[src/rtl/pid_pkg.sv]
// Shared definitions for the PID datapath: default operand width, error limits
// and the WIDTH+1 -> WIDTH saturating clamp used by every arithmetic stage.
package pid_pkg;

  localparam int WIDTH = 6;

  localparam logic signed [WIDTH-1:0] ERR_MAX = 6'sd31;
  localparam logic signed [WIDTH-1:0] ERR_MIN = -6'sd32;

  // Limits sign-extended to the intermediate width for comparison.
  localparam logic signed [WIDTH:0] ERR_MAX_W = 7'sd31;
  localparam logic signed [WIDTH:0] ERR_MIN_W = -7'sd32;

  // Clamp a WIDTH+1 bit signed intermediate into the WIDTH-bit result range.
  function automatic logic signed [WIDTH-1:0] sat_w(input logic signed [WIDTH:0] value);
    logic signed [WIDTH-1:0] res;
    if (value > ERR_MAX_W) begin
      res = ERR_MAX;
    end else if (value < ERR_MIN_W) begin
      res = ERR_MIN;
    end else begin
      res = value[WIDTH-1:0];
    end
    return res;
  endfunction

endpackage

[src/rtl/error_sampler_sat_addsub.sv]
// Saturating add/subtract stage. Operands are widened by one bit (sign- or
// zero-extended depending on SIGNED_OPS) so the raw result never wraps, then
// clamped back to WIDTH bits. Purely combinational; the caller registers it.
module sat_addsub #(
  parameter int WIDTH      = pid_pkg::WIDTH,
  parameter bit SIGNED_OPS = 1'b1
) (
  input  logic [WIDTH-1:0] a,
  input  logic [WIDTH-1:0] b,
  input  logic             sub,
  output logic [WIDTH-1:0] y
);
  import pid_pkg::*;

  logic signed [WIDTH:0] a_ext_s;
  logic signed [WIDTH:0] b_ext_s;
  logic signed [WIDTH:0] raw_s;

  // Widen operands, apply the selected operation and clamp.
  always_comb begin
    a_ext_s = '0;
    b_ext_s = '0;
    raw_s   = '0;
    y       = '0;
    if (SIGNED_OPS) begin
      a_ext_s = {a[WIDTH-1], a};
      b_ext_s = {b[WIDTH-1], b};
    end else begin
      a_ext_s = {1'b0, a};
      b_ext_s = {1'b0, b};
    end
    if (sub) begin
      raw_s = a_ext_s - b_ext_s;
    end else begin
      raw_s = a_ext_s + b_ext_s;
    end
    y = sat_w(raw_s);
  end

endmodule

[src/rtl/error_sampler.sv]
// Periodic error sampler feeding the PID multipliers. Every SAMPLE_DIV enabled
// cycles it captures setpoint/measurement, and registers the saturated error,
// its delta against the previous sample and the anti-windup error sum. All
// three stay constant for a full period; sample_stb flags each new set.
module error_sampler #(
  parameter int WIDTH      = pid_pkg::WIDTH,
  parameter int SAMPLE_DIV = 64
) (
  input  logic             clk,
  input  logic             rst,
  input  logic             ena,
  input  logic [WIDTH-1:0] setpoint,
  input  logic [WIDTH-1:0] measurement,
  output logic [WIDTH-1:0] e,
  output logic [WIDTH-1:0] e_delta,
  output logic [WIDTH-1:0] e_sum,
  output logic             sample_stb
);
  import pid_pkg::*;

  localparam int                CNT_W    = (SAMPLE_DIV > 1) ? $clog2(SAMPLE_DIV) : 1;
  localparam logic [CNT_W-1:0] CNT_LAST = CNT_W'(SAMPLE_DIV - 1);
  localparam logic [CNT_W-1:0] CNT_ONE  = CNT_W'(1);

  logic [CNT_W-1:0] cnt_r;
  logic [WIDTH-1:0] e_r;
  logic [WIDTH-1:0] e_delta_r;
  logic [WIDTH-1:0] e_sum_r;
  logic             stb_r;

  logic             tick_s;
  logic [WIDTH-1:0] e_new_s;
  logic [WIDTH-1:0] delta_new_s;
  logic [WIDTH-1:0] sum_new_s;

  // Sample instant: last count of the period while enabled.
  always_comb begin
    tick_s = 1'b0;
    if (ena && (cnt_r == CNT_LAST)) begin
      tick_s = 1'b1;
    end else begin
      tick_s = 1'b0;
    end
  end

  // setpoint - measurement on unsigned inputs, clamped to the signed range.
  sat_addsub #(.WIDTH(WIDTH), .SIGNED_OPS(1'b0)) u_err (
    .a   (setpoint),
    .b   (measurement),
    .sub (1'b1),
    .y   (e_new_s)
  );

  // New (already saturated) error minus the currently held error.
  sat_addsub #(.WIDTH(WIDTH), .SIGNED_OPS(1'b1)) u_delta (
    .a   (e_new_s),
    .b   (e_r),
    .sub (1'b1),
    .y   (delta_new_s)
  );

  // Running sum with clamping, so it parks at a limit instead of winding up.
  sat_addsub #(.WIDTH(WIDTH), .SIGNED_OPS(1'b1)) u_sum (
    .a   (e_sum_r),
    .b   (e_new_s),
    .sub (1'b0),
    .y   (sum_new_s)
  );

  // Divider counter, output registers and strobe; reset wins over enable.
  always_ff @(posedge clk) begin
    if (rst) begin
      cnt_r     <= '0;
      e_r       <= '0;
      e_delta_r <= '0;
      e_sum_r   <= '0;
      stb_r     <= 1'b0;
    end else if (ena) begin
      stb_r <= tick_s;
      if (tick_s) begin
        cnt_r     <= '0;
        e_r       <= e_new_s;
        e_delta_r <= delta_new_s;
        e_sum_r   <= sum_new_s;
      end else begin
        cnt_r <= cnt_r + CNT_ONE;
      end
    end else begin
      stb_r <= 1'b0;
    end
  end

  assign e          = e_r;
  assign e_delta    = e_delta_r;
  assign e_sum      = e_sum_r;
  assign sample_stb = stb_r;

endmodule

[config.mk]
export PLATFORM = sky130hd
export DESIGN_NAME = error_sampler
export DESIGN_NICKNAME = d
export VERILOG_FILES = /design/src/rtl/pid_pkg.sv /design/src/rtl/error_sampler_sat_addsub.sv /design/src/rtl/error_sampler.sv
export SDC_FILE = /design/constraint.sdc
export NUM_CORES = 1
export LEC_CHECK = 0
export ABC_AREA = 1
export CAP_MARGIN = 20
export CORE_MARGIN = 3
export CORE_UTILIZATION = 56
export CTS_CLUSTER_SIZE = 14
export DETAILED_ROUTE_END_ITERATION = 10
export GPL_ROUTABILITY_DRIVEN = 0
export PLACE_DENSITY_LB_ADDON = 0.08
export SETUP_SLACK_MARGIN = 0.4
export SYNTH_ARGS = -nofsm -noshare
export SYNTH_HDL_FRONTEND = slang
export SYNTH_HIERARCHICAL = 1
export SYNTH_SLANG_ARGS = --single-unit
[constraint.sdc]
create_clock -name clk -period 4.42 [get_ports clk]
set_input_delay 0.884 -clock clk [delete_from_list [all_inputs] [get_ports clk]]
set_output_delay 0.884 -clock clk [all_outputs]
set_load 0.01 [all_outputs]
==> qor.csv <==
metric,value,unit
insertion_delay,0.27,ns
grt_pass1_wl,10.8,mm
post_drt_wl_per_cell,15.1,µm
arrival,4.24,ns
fin_cells,532,
die-height,73.5,µm
min_from,e_delta[4],
min_period,4.07,ns
worst-r2r-cell-count,15,
pin_count,34,
syn-cell-area,2550,µm²
core,4200,µm²
postLayoutCoreUtil,0.868,
yosysWarningCount,6,
cp.required,4.59,ns
viasPerCell,5.45,
cts_buffer_depth,2,
postLayoutCellArea,3650,µm²
setup_viol,0,
rows,23,
grt_max_degree,22,
max_stage_delay,0.38,ns
p_leak,1.97,nW
drt-pass1-iter-count,5,
area_growth,42.9,%
rr_endpoint,e_delta[0],
num-fill-cells,230,
cts_tree,built,
path_buf_inv,6,
drive_gt1_frac,0.305,
fmax,246,MHz
start_util,0.608,
die-area,5400,µm²
drt_iter0_drc,245,
crit_start,measurement[3],
relSlewSlack,0.428,
timing.hold.ws,0.450,ns
tns,0,ns
mostFrequentLayoutCell,nand2_1,
multiInputGateArea,2100,µm²
path_max_fanout,5,
io_buffers,33,
ys_seq_area_frac,0.196,
drc,0,
num_antenna_cells,0,
powerDensity,363,nW/µm²
slowest_stage,ha_1,
reg2reg_slack,2.10,ns
htreeDepth,1,
rsz0062_at_grt,no,
synth_cell_types,31,
seq_area,500,µm²
r2r-start,e[3],
syn_inst,407,
tightest_slew,0.858,ns
finalHoldViolations,0,
postSynthAreaPerCell,6.27,µm²
dr_total_vias,2897,
crit_path_end_kind,flip-flop,
slew_violations,0,
ant_nets,0,
track_usage,0.247,
placed_cell_area,3110,µm²
root_buffer,clkbuf_8,
place_inst,513,
critPathTopFamily,simple AND/OR/NAND/NOR gates,
cp_common_cell,nand2_1,
post-dp-hpwl,4.46,mm
crit_type,in2reg,
numCtsBuffers,3,
path_depth,27,
fin_skew,0.00406,ns
maxCapViolCount,0,
antenna_found_initial,0,
clkSinkCount,25,
ys_ff_latch,25,
final_cell_mix,"103 x nand2_1, 66 x inv_1, 36 x buf_4",
vdd_drop_max,0.000195,V
path_clk_slew,0.09,ns
grt_pass1_vias,2560,
grt_overflow_total,0,
min_path_type,reg2reg,
worstSetupEndpoint,e_delta[0],
die_w,73.5,µm
totalWireLength,8.05,mm
hold_buffers,0,
final_nets,523,
status,"finished, final reports clean",
post-route-period-util,0.921,
critPathLaunchType,input pin,
[where the power goes]
group          total [mW]  switching, mW  leakage, nW  internal, mW
Clock               0.142         0.0776       0.0217        0.0639
Combinational       0.953          0.553         1.75         0.400
Sequential          0.228        0.00155        0.202         0.227
[logic make-up (layout without fill, tap and decap cells)]
kind of cell    count (synthesis)  count (layout)  synth area share
compound gates                 22              22            0.0495
xor+xnor                       21              21            0.0721
fa+ha+maj                      25              25             0.131
buf+inv                        84             155             0.135
flops                          25              25             0.196
other cells                     2               6           0.00294
simple gates                  228             228             0.413
[how the worst min path moves through the flow]
| stage | to | slack (ns) | cells after the start |
|---|---|---|---|
| after floorplan | e_delta[0] | 0.47 | 2 |
| after global placement | e_delta[5] | 0.43 | 2 |
| after detailed placement | e_delta[4] | 0.43 | 2 |
| after CTS | e_delta[4] | 0.45 | 2 |
| after global routing | e_delta[4] | 0.47 | 2 |
| final | e_delta[4] | 0.45 | 2 |
[worst min-delay path, delay by kind of cell (launching register included)]
family	cells	cell delay, ns
flip-flops	1	0.32
AND/OR/NAND/NOR	2	0.10
[cell type report]
| class | count | share of cell area |
|---|---|---|
| clock buffer | 3 | 0.0113 |
| sequential | 25 | 0.137 |
| inverter | 77 | 0.0799 |
| timing repair buffer | 74 | 0.176 |
| clock inverter | 1 | 0.00206 |
| tap | 50 | 0.0171 |
| multi-input combinational | 302 | 0.576 |
[synthesized netlist by cell type]
master / count / share of area
or2_2: 1 / 0.0025
nand4_1: 3 / 0.0074
a21oi_4: 1 / 0.0064
fa_1: 3 / 0.024
o31ai_1: 1 / 0.0029
nand2_2: 10 / 0.025
nor2_2: 1 / 0.0025
buf_2: 2 / 0.0039
xnor2_1: 10 / 0.034
a31oi_1: 2 / 0.0049
conb_1: 2 / 0.0029
dfxtp_1: 25 / 0.20
clkinv_1: 1 / 0.0015
buf_6: 3 / 0.013
nand2_1: 131 / 0.19
nand3_2: 9 / 0.035
inv_1: 74 / 0.11
nor2_1: 35 / 0.051
inv_2: 2 / 0.0029
nand3_1: 24 / 0.047
a21oi_1: 11 / 0.022
nor3_2: 2 / 0.0078
buf_4: 1 / 0.0029
nand2_4: 5 / 0.022
nor3_1: 5 / 0.0098
o21ai_0: 7 / 0.014
clkbuf_1: 1 / 0.0015
xor2_1: 11 / 0.038
ha_1: 22 / 0.11
nor2_8: 1 / 0.0078
or2_1: 1 / 0.0025
[sequential cells by signal, indices dropped and copies added, names as in the netlist]
| name | cells |
|---|---|
| e | 6 |
| e_sum | 6 |
| e_delta | 6 |
| sample_stb | 1 |
| cnt_r | 6 |
[stage by stage]
step	setup WS (ns)	total power, mW
after global placement	-0.165	0.861
after CTS	0.417	1.13
after floorplan	0.410	0.699
after global routing	0.197	1.42
after detailed placement	-0.292	0.878
final	0.349	1.32
[layer usage]
metal  vias to the layer above  global-route usage  wire, µm
li1                       1381                   -         -
met1                      1313               0.298      3110
met2                       153               0.458      4030
met3                        50              0.0342       493
met4                         0              0.0584       422
met5                         -                   0         0
[what timing repair did]
action	CTS	global route
gates resized for setup	50	74
endpoints found under the setup margin	11	11
pin swaps	38	50
buffers inserted	12	3
Note: power is estimated with default switching activity, not from simulation.
